## config.mk

```make
export PLATFORM = sky130hd
export DESIGN_NAME = div_bcd_out
export DESIGN_NICKNAME = d
export VERILOG_FILES = /design/src/rtl/div_bcd_out.sv
export SDC_FILE = /design/constraint.sdc
export NUM_CORES = 1
export LEC_CHECK = 0
export ABC_AREA = 1
export CAP_MARGIN = 10
export CORE_MARGIN = 4
export CORE_UTILIZATION = 58
export CTS_CLUSTER_DIAMETER = 40
export DETAILED_ROUTE_END_ITERATION = 8
export DONT_BUFFER_PORTS = 1
export PLACE_DENSITY_LB_ADDON = 0.2
export SLEW_MARGIN = 25
export SYNTH_ARGS = -nofsm -noshare
export SYNTH_HDL_FRONTEND = slang
export SYNTH_SLANG_ARGS = --single-unit
```

## constraint.sdc

```tcl
create_clock -name clk -period 3.05 [get_ports clk]
set_clock_uncertainty 0.2 [all_clocks]
set_input_delay 0.61 -clock clk [delete_from_list [all_inputs] [get_ports clk]]
set_output_delay 0.61 -clock clk [all_outputs]
set_load 0.1 [all_outputs]
```

## src/rtl/div_bcd_out.sv

```systemverilog
// Sequential double-dabble converter: the div_16bit quotient and remainder become 5-digit packed BCD.
// Optional leading-zero mask on the quotient (q_blank) is enabled by defining DIV_BCD_BLANK_EN.
module div_bcd_out #(
  parameter int DATA_W = 16,
  parameter int DIGITS = 5
) (
  input  logic                  clk,
  input  logic                  rst,
  input  logic                  in_valid,
  output logic                  in_ready,
  input  logic [DATA_W-1:0]     result,
  input  logic [DATA_W-1:0]     odd,
  output logic                  out_valid,
  input  logic                  out_ready,
  output logic [4*DIGITS-1:0]   q_bcd,
  output logic [4*DIGITS-1:0]   r_bcd
`ifdef DIV_BCD_BLANK_EN
  ,
  output logic [DIGITS-1:0]     q_blank
`endif
);

  localparam int BCD_W = 4 * DIGITS;
  localparam int CNT_W = $clog2(DATA_W);
  localparam logic [CNT_W-1:0] CNT_LAST = CNT_W'(DATA_W - 1);

  typedef enum logic [1:0] {IDLE, CONV, DONE} state_t;

  state_t             state;
  logic [CNT_W-1:0]   cnt;
  logic [DATA_W-1:0]  qs, rs;
  logic [BCD_W-1:0]   qa, ra;
  logic [BCD_W-1:0]   q_corr, r_corr;
  logic [BCD_W-1:0]   qa_nxt, ra_nxt;
  logic [DATA_W-1:0]  qs_nxt, rs_nxt;

  // Digits at 5 or above get +3 so the following shift carries correctly into the next decade.
  function automatic logic [BCD_W-1:0] add3(input logic [BCD_W-1:0] a);
    logic [BCD_W-1:0] res;
    logic [3:0]       d;
    res = '0;
    for (int i = 0; i < DIGITS; i++) begin
      d = a[4*i +: 4];
      res[4*i +: 4] = (d >= 4'd5) ? d + 4'd3 : d;
    end
    return res;
  endfunction

`ifdef DIV_BCD_BLANK_EN
  function automatic logic [DIGITS-1:0] blank_mask(input logic [BCD_W-1:0] q);
    logic [DIGITS-1:0] m;
    logic              zero_above;
    m          = '0;
    zero_above = 1'b1;
    for (int i = DIGITS - 1; i >= 1; i--) begin
      zero_above = zero_above && (q[4*i +: 4] == 4'd0);
      m[i]       = zero_above;
    end
    return m;
  endfunction
`endif

  assign in_ready = (state == IDLE) && !rst;

  always_comb begin
    q_corr = add3(qa);
    r_corr = add3(ra);
    qa_nxt = {q_corr[BCD_W-2:0], qs[DATA_W-1]};
    ra_nxt = {r_corr[BCD_W-2:0], rs[DATA_W-1]};
    qs_nxt = {qs[DATA_W-2:0], 1'b0};
    rs_nxt = {rs[DATA_W-2:0], 1'b0};
  end

  always_ff @(posedge clk) begin
    if (rst) begin
      state     <= IDLE;
      cnt       <= '0;
      qs        <= '0;
      rs        <= '0;
      qa        <= '0;
      ra        <= '0;
      q_bcd     <= '0;
      r_bcd     <= '0;
      out_valid <= 1'b0;
`ifdef DIV_BCD_BLANK_EN
      q_blank   <= '0;
`endif
    end else begin
      case (state)
        IDLE: begin
          if (in_valid) begin
            qs    <= result;
            rs    <= odd;
            qa    <= '0;
            ra    <= '0;
            cnt   <= '0;
            state <= CONV;
          end
        end
        CONV: begin
          qs  <= qs_nxt;
          rs  <= rs_nxt;
          qa  <= qa_nxt;
          ra  <= ra_nxt;
          cnt <= cnt + 1'b1;
          // Last shift: publish results directly from the combinational next values.
          if (cnt == CNT_LAST) begin
            q_bcd     <= qa_nxt;
            r_bcd     <= ra_nxt;
            out_valid <= 1'b1;
`ifdef DIV_BCD_BLANK_EN
            q_blank   <= blank_mask(qa_nxt);
`endif
            state     <= DONE;
          end
        end
        DONE: begin
          if (out_ready) begin
            out_valid <= 1'b0;
            state     <= IDLE;
          end
        end
        default: state <= IDLE;
      endcase
    end
  end

endmodule

```

* Word level (Yosys, flattened, before mapping) *
Cells that the tools add are included.

operators by class
  $add $sub $neg = 11
  $mul = 0
  divide/modulo/power cells = 0
  order comparisons = 10
  eq/ne operators = 6
  shift operators = 0
  muxes and demuxes = 26
  bitwise gates (word level) = 0
  reductions and logical operators = 9

operators with widths
  operator                                                            number
  one-hot mux 20 bit (2 select lines)                                 2
  one-hot mux 16 bit (2 select lines)                                 2
  greater-or-equal comparator 4 x 3 -> 1 bit (second input constant)  10
  2-to-1 mux 4 bit                                                    9
  adder 4 x 2 -> 4 bit (second input constant)                        8
  2-to-1 mux 16 bit                                                   2
  2-to-1 mux 20 bit                                                   1
  one-hot mux 4 bit (2 select lines)                                  1
  adder 3 x 2 -> 3 bit (second input constant)                        2
  2-to-1 mux 2 bit                                                    3
  2-to-1 mux 3 bit                                                    2
  != test 2 bit (second input constant)                               3
  one-hot mux 2 bit (3 select lines)                                  1
  AND reduction 3 bit                                                 2
  adder 4 x 1 -> 4 bit (second input constant)                        1
  equality test 4 bit (second input constant)                         1
  AND reduction 2 bit                                                 2
  nonzero test 2 bit                                                  2
  equality test 2 x 1 -> 1 bit (second input constant)                1
  equality test 2 bit (second input constant)                         1
  zero test 2 bit                                                     1
  2-to-1 mux 1 bit                                                    2
  one-hot mux 1 bit (2 select lines)                                  1
  logical AND 1 bit                                                   1
  zero test 1 bit                                                     1

storage, ports and cells
  register bits = 119
  latch bits = 0
  memory bits (writable) = 0
  bits in read-only memories = 0
  bits of input ports = 36
  output and inout bits = 42
  memories = 0

* Depth between registers and ports, before layout *
  depth in word-level cells = 3
  depth in mapped cells = 10

* Worst setup path after synthesis *
No wires, ideal clock.

  path type = input to output
  start = in rst
  end = out in_ready
  arrival time = 2977 ps
  data required time = 2240 ps
  slack = -737 ps
  stages = 3
  buffers on the path = 2
  cells stage by stage = clkbuf_1 clkbuf_1 nor3_1

on the way
  cells in the longest elaborated chain, start to end = 2

RTL lines
  what               RTL line  RTL
  from (decl)        8         input logic rst,
  zero test 1 bit    63        assign in_ready = (state == IDLE) && !rst;
  logical AND 1 bit  63
  to (decl)          10        output logic in_ready,

Every way passes these cells.

* Worst setup path after layout *
  start = reg r_bcd[5]
  end = out r_bcd[5]

RTL lines
  what                    RTL line  RTL
  from (decl)             16        output logic [4*DIGITS-1:0] r_bcd
  from (signal assigned)  109       r_bcd <= ra_nxt;

No word-level cell between the ends.

==> out/qor.yml <==
grt:
  grt_pass1_vias: 5088
  grt_max_degree: 78
  antenna_found_initial: 0
  overflow: 0
  grt_pass1_wl_mm: 22.3
  grt.total_usage: 0.236
setup_path:
  ff2ff_path_depth: 9
  path_depth: 0
  path_max_fanout: 2
  crit_type: "flop to output pin"
  arrival_ns: 1.50
  cp-end-kind: "output pin"
  required_ns: 2.24
  startpoint_type: "flop"
sta:
  setup_violations: 0
  fin_hold_ws_ns: 0.0255
  final_max_slew_viol_count: 0
  finalSetupTns_ns: 0
  min_period_over_period: 0.757
  max_freq_mhz: 433
  tightest_slew_ns: 1.00
  hold_violations: 0
  maxSlewHeadroom: 0.333
  rsz0062_at_grt: "no"
  fin_crit_ns: 2.31
logic_synthesis:
  synth_cells: 854
  yosys_warnings: 0
  syn-num-nets: 911
  synth_compound_area_frac: 0.0966
  synthDistinctLibCells: 23
  ys_seq_area_frac: 0.417
  synth_mux_area_frac: 0.00526
  syn_area_sq_um: 5710
  synth_top_family_by_area: "simple AND/OR/NAND/NOR gates"
  synth_xor_area_frac: 0
  ys_ff_latch: 119
  synth_area_per_cell_sq_um: 6.69
  yosys.area_share.simple: 0.336
  synth_fa_ha_area_frac: 0.0460
layout:
  fin_util: 0.674
  synthToLayoutAreaGrowth_pct: 11.1
  fillers: 791
  antenna_cells: 0
  layout.nets: 897
  drive_gt1_frac: 0.0551
clock_tree:
  root_buffer: "clkbuf_8"
  cts_setup_buffers: 0
  insertion_delay_ns: 0.52
  tritoncts: "yes"
  cts_max_level: 4
  clk_pin_slew_ns: 0.06
  cts_sinks: 119
  clk_path_buf_depth: 2
  cts_made_buffers: 17
power_and_ir_drop:
  ir_worst_vdd_v: 0.000338
  powerDensity_nw_per_um2: 587
  leakage_nw: 2.77
die:
  die_h_um: 107
  rows: 35
  die_area_sq_um: 11500
  die_w_um: 107
  ios: 78
  coreArea_sq_um: 9420
  initial_core_util: 0.607
placement:
  io_buffers: 0
  gp_congestion: 0.801
  dp.final_hpwl_mm: 8.07
run_status:
  run_status: "finished clean"
min_path:
  hold-path-cell-count: 3
  hp-class: "input port to flop"
routing:
  wl_per_cell_um: 13.0
  routed_wl_mm: 12.8
  drcViolationCount: 0
  dr.pass1.iters: 5
  ant_nets: 0
  vias_per_cell: 5.32
  vias: 5220
  drt_iter0_markers: 264
job:
  cap_violations: 0
==> cells in the mapped netlist (all sizes together) <==
cell type	count	area (sq um)
nand2	320	1200
o31ai	1	7.51
nand4	20	125
a22oi	2	15.0
dfxtp	119	2380
inv	96	360
a21oi	63	315
a31oi	15	93.8
buf	28	158
nor2	59	239
nor3	1	5.00
mux2i	3	30.0
nand3	69	345
clkbuf	12	45.0
o21ai	24	120
ha	21	263
and3	1	6.26
==> cell type report <==
type	count	area, sq um	share of cell area
clock buffer	17	414	0.0652
clock inverter	15	166	0.0262
inverter	96	360	0.0568
multi-input combinational	599	2780	0.438
sequential	119	2380	0.375
tap	129	161	0.0254
timing repair buffer	7	85.1	0.0134
==> logic make-up (layout without fill, tap and decap cells) <==
logic type,Yosys count,after routing
and+or+nand+nor,470,470
buffers and inverters,136,135
DFF,119,119
AOI/OAI and AO/OA,105,105
adders and majority gates,21,21
muxes,3,3
==> final timing paths <==
kind / startpoint / endpoint / slack, ns
setup / recovery: r_bcd[5] / r_bcd[5] / 0.74
hold / removal: rst / r_bcd[1] / 0.03
setup reg to reg: state[0] / rs[13] / 0.91
hold reg to reg: rs[0] / rs[0] / 0.27
==> flip-flops by register name (all words and copies together) (netlist names) <==
| register | cells |
|---|---|
| cnt | 4 |
| qa | 20 |
| q_bcd | 20 |
| ra | 20 |
| r_bcd | 20 |
| qs | 16 |
| out_valid | 1 |
| rs | 16 |
| state | 2 |
==> metrics by stage <==
stage / cell area (sq um) / total power (W) / cells / setup WS, ns
6_report: 6350 / 0.00373 / 982 / 0.740
5_1_grt: 6350 / 0.00386 / 982 / 0.706
4_1_cts: 6350 / 0.00376 / 982 / 0.719
3_5_place_dp: 5740 / 0.00179 / 949 / 0.911
3_3_place_gp: 5740 / 0.00178 / 949 / 0.996
2_1_floorplan: 5720 / 0.00178 / 854 / 0.119
==> cell usage in the layout, fill, tap and decap left out, drive strengths merged <==
master | netlist | layout
nand3 | 69 | 69
a22oi | 2 | 2
ha | 21 | 21
and3 | 1 | 1
a21oi | 63 | 63
clkinvlp | 0 | 3
bufinv | 0 | 2
mux2i | 3 | 3
buf | 28 | 7
nand4 | 20 | 20
nand2 | 320 | 320
nor2 | 59 | 59
o31ai | 1 | 1
nor3 | 1 | 1
inv | 96 | 102
dfxtp | 119 | 119
a31oi | 15 | 15
clkinv | 0 | 4
o21ai | 24 | 24
clkbuf | 12 | 17
==> worst register-to-register path: stages (launching register included) <==
cell,delay (ns)
dfxtp_1,0.40
inv_2,0.07
nor2_4,0.10
buf_4,0.66
nor2_2,0.06
buf_4,0.26
nand2_1,0.11
nand3_1,0.07
nand2_1,0.06
inv_1,0.05
==> per-layer routing <==
metal	GRT usage	wire length, um
met1	0.277	5440
met2	0.406	6220
met3	0.0753	962
met4	0.0749	155
met5	0	0
==> power by group <==
group          total [W]  internal [W]  switching, W
Sequential       0.00161       0.00159     0.0000200
Combinational   0.000170     0.0000474      0.000123
Clock            0.00195       0.00118      0.000772
==> repair_timing <==
action,CTS,global route
endpoints found under the setup margin,0,0
gates resized for setup,0,0
hold buffers,1,0
hold endpoints to repair,75,0
Note: power is estimated with default switching activity, not from simulation.
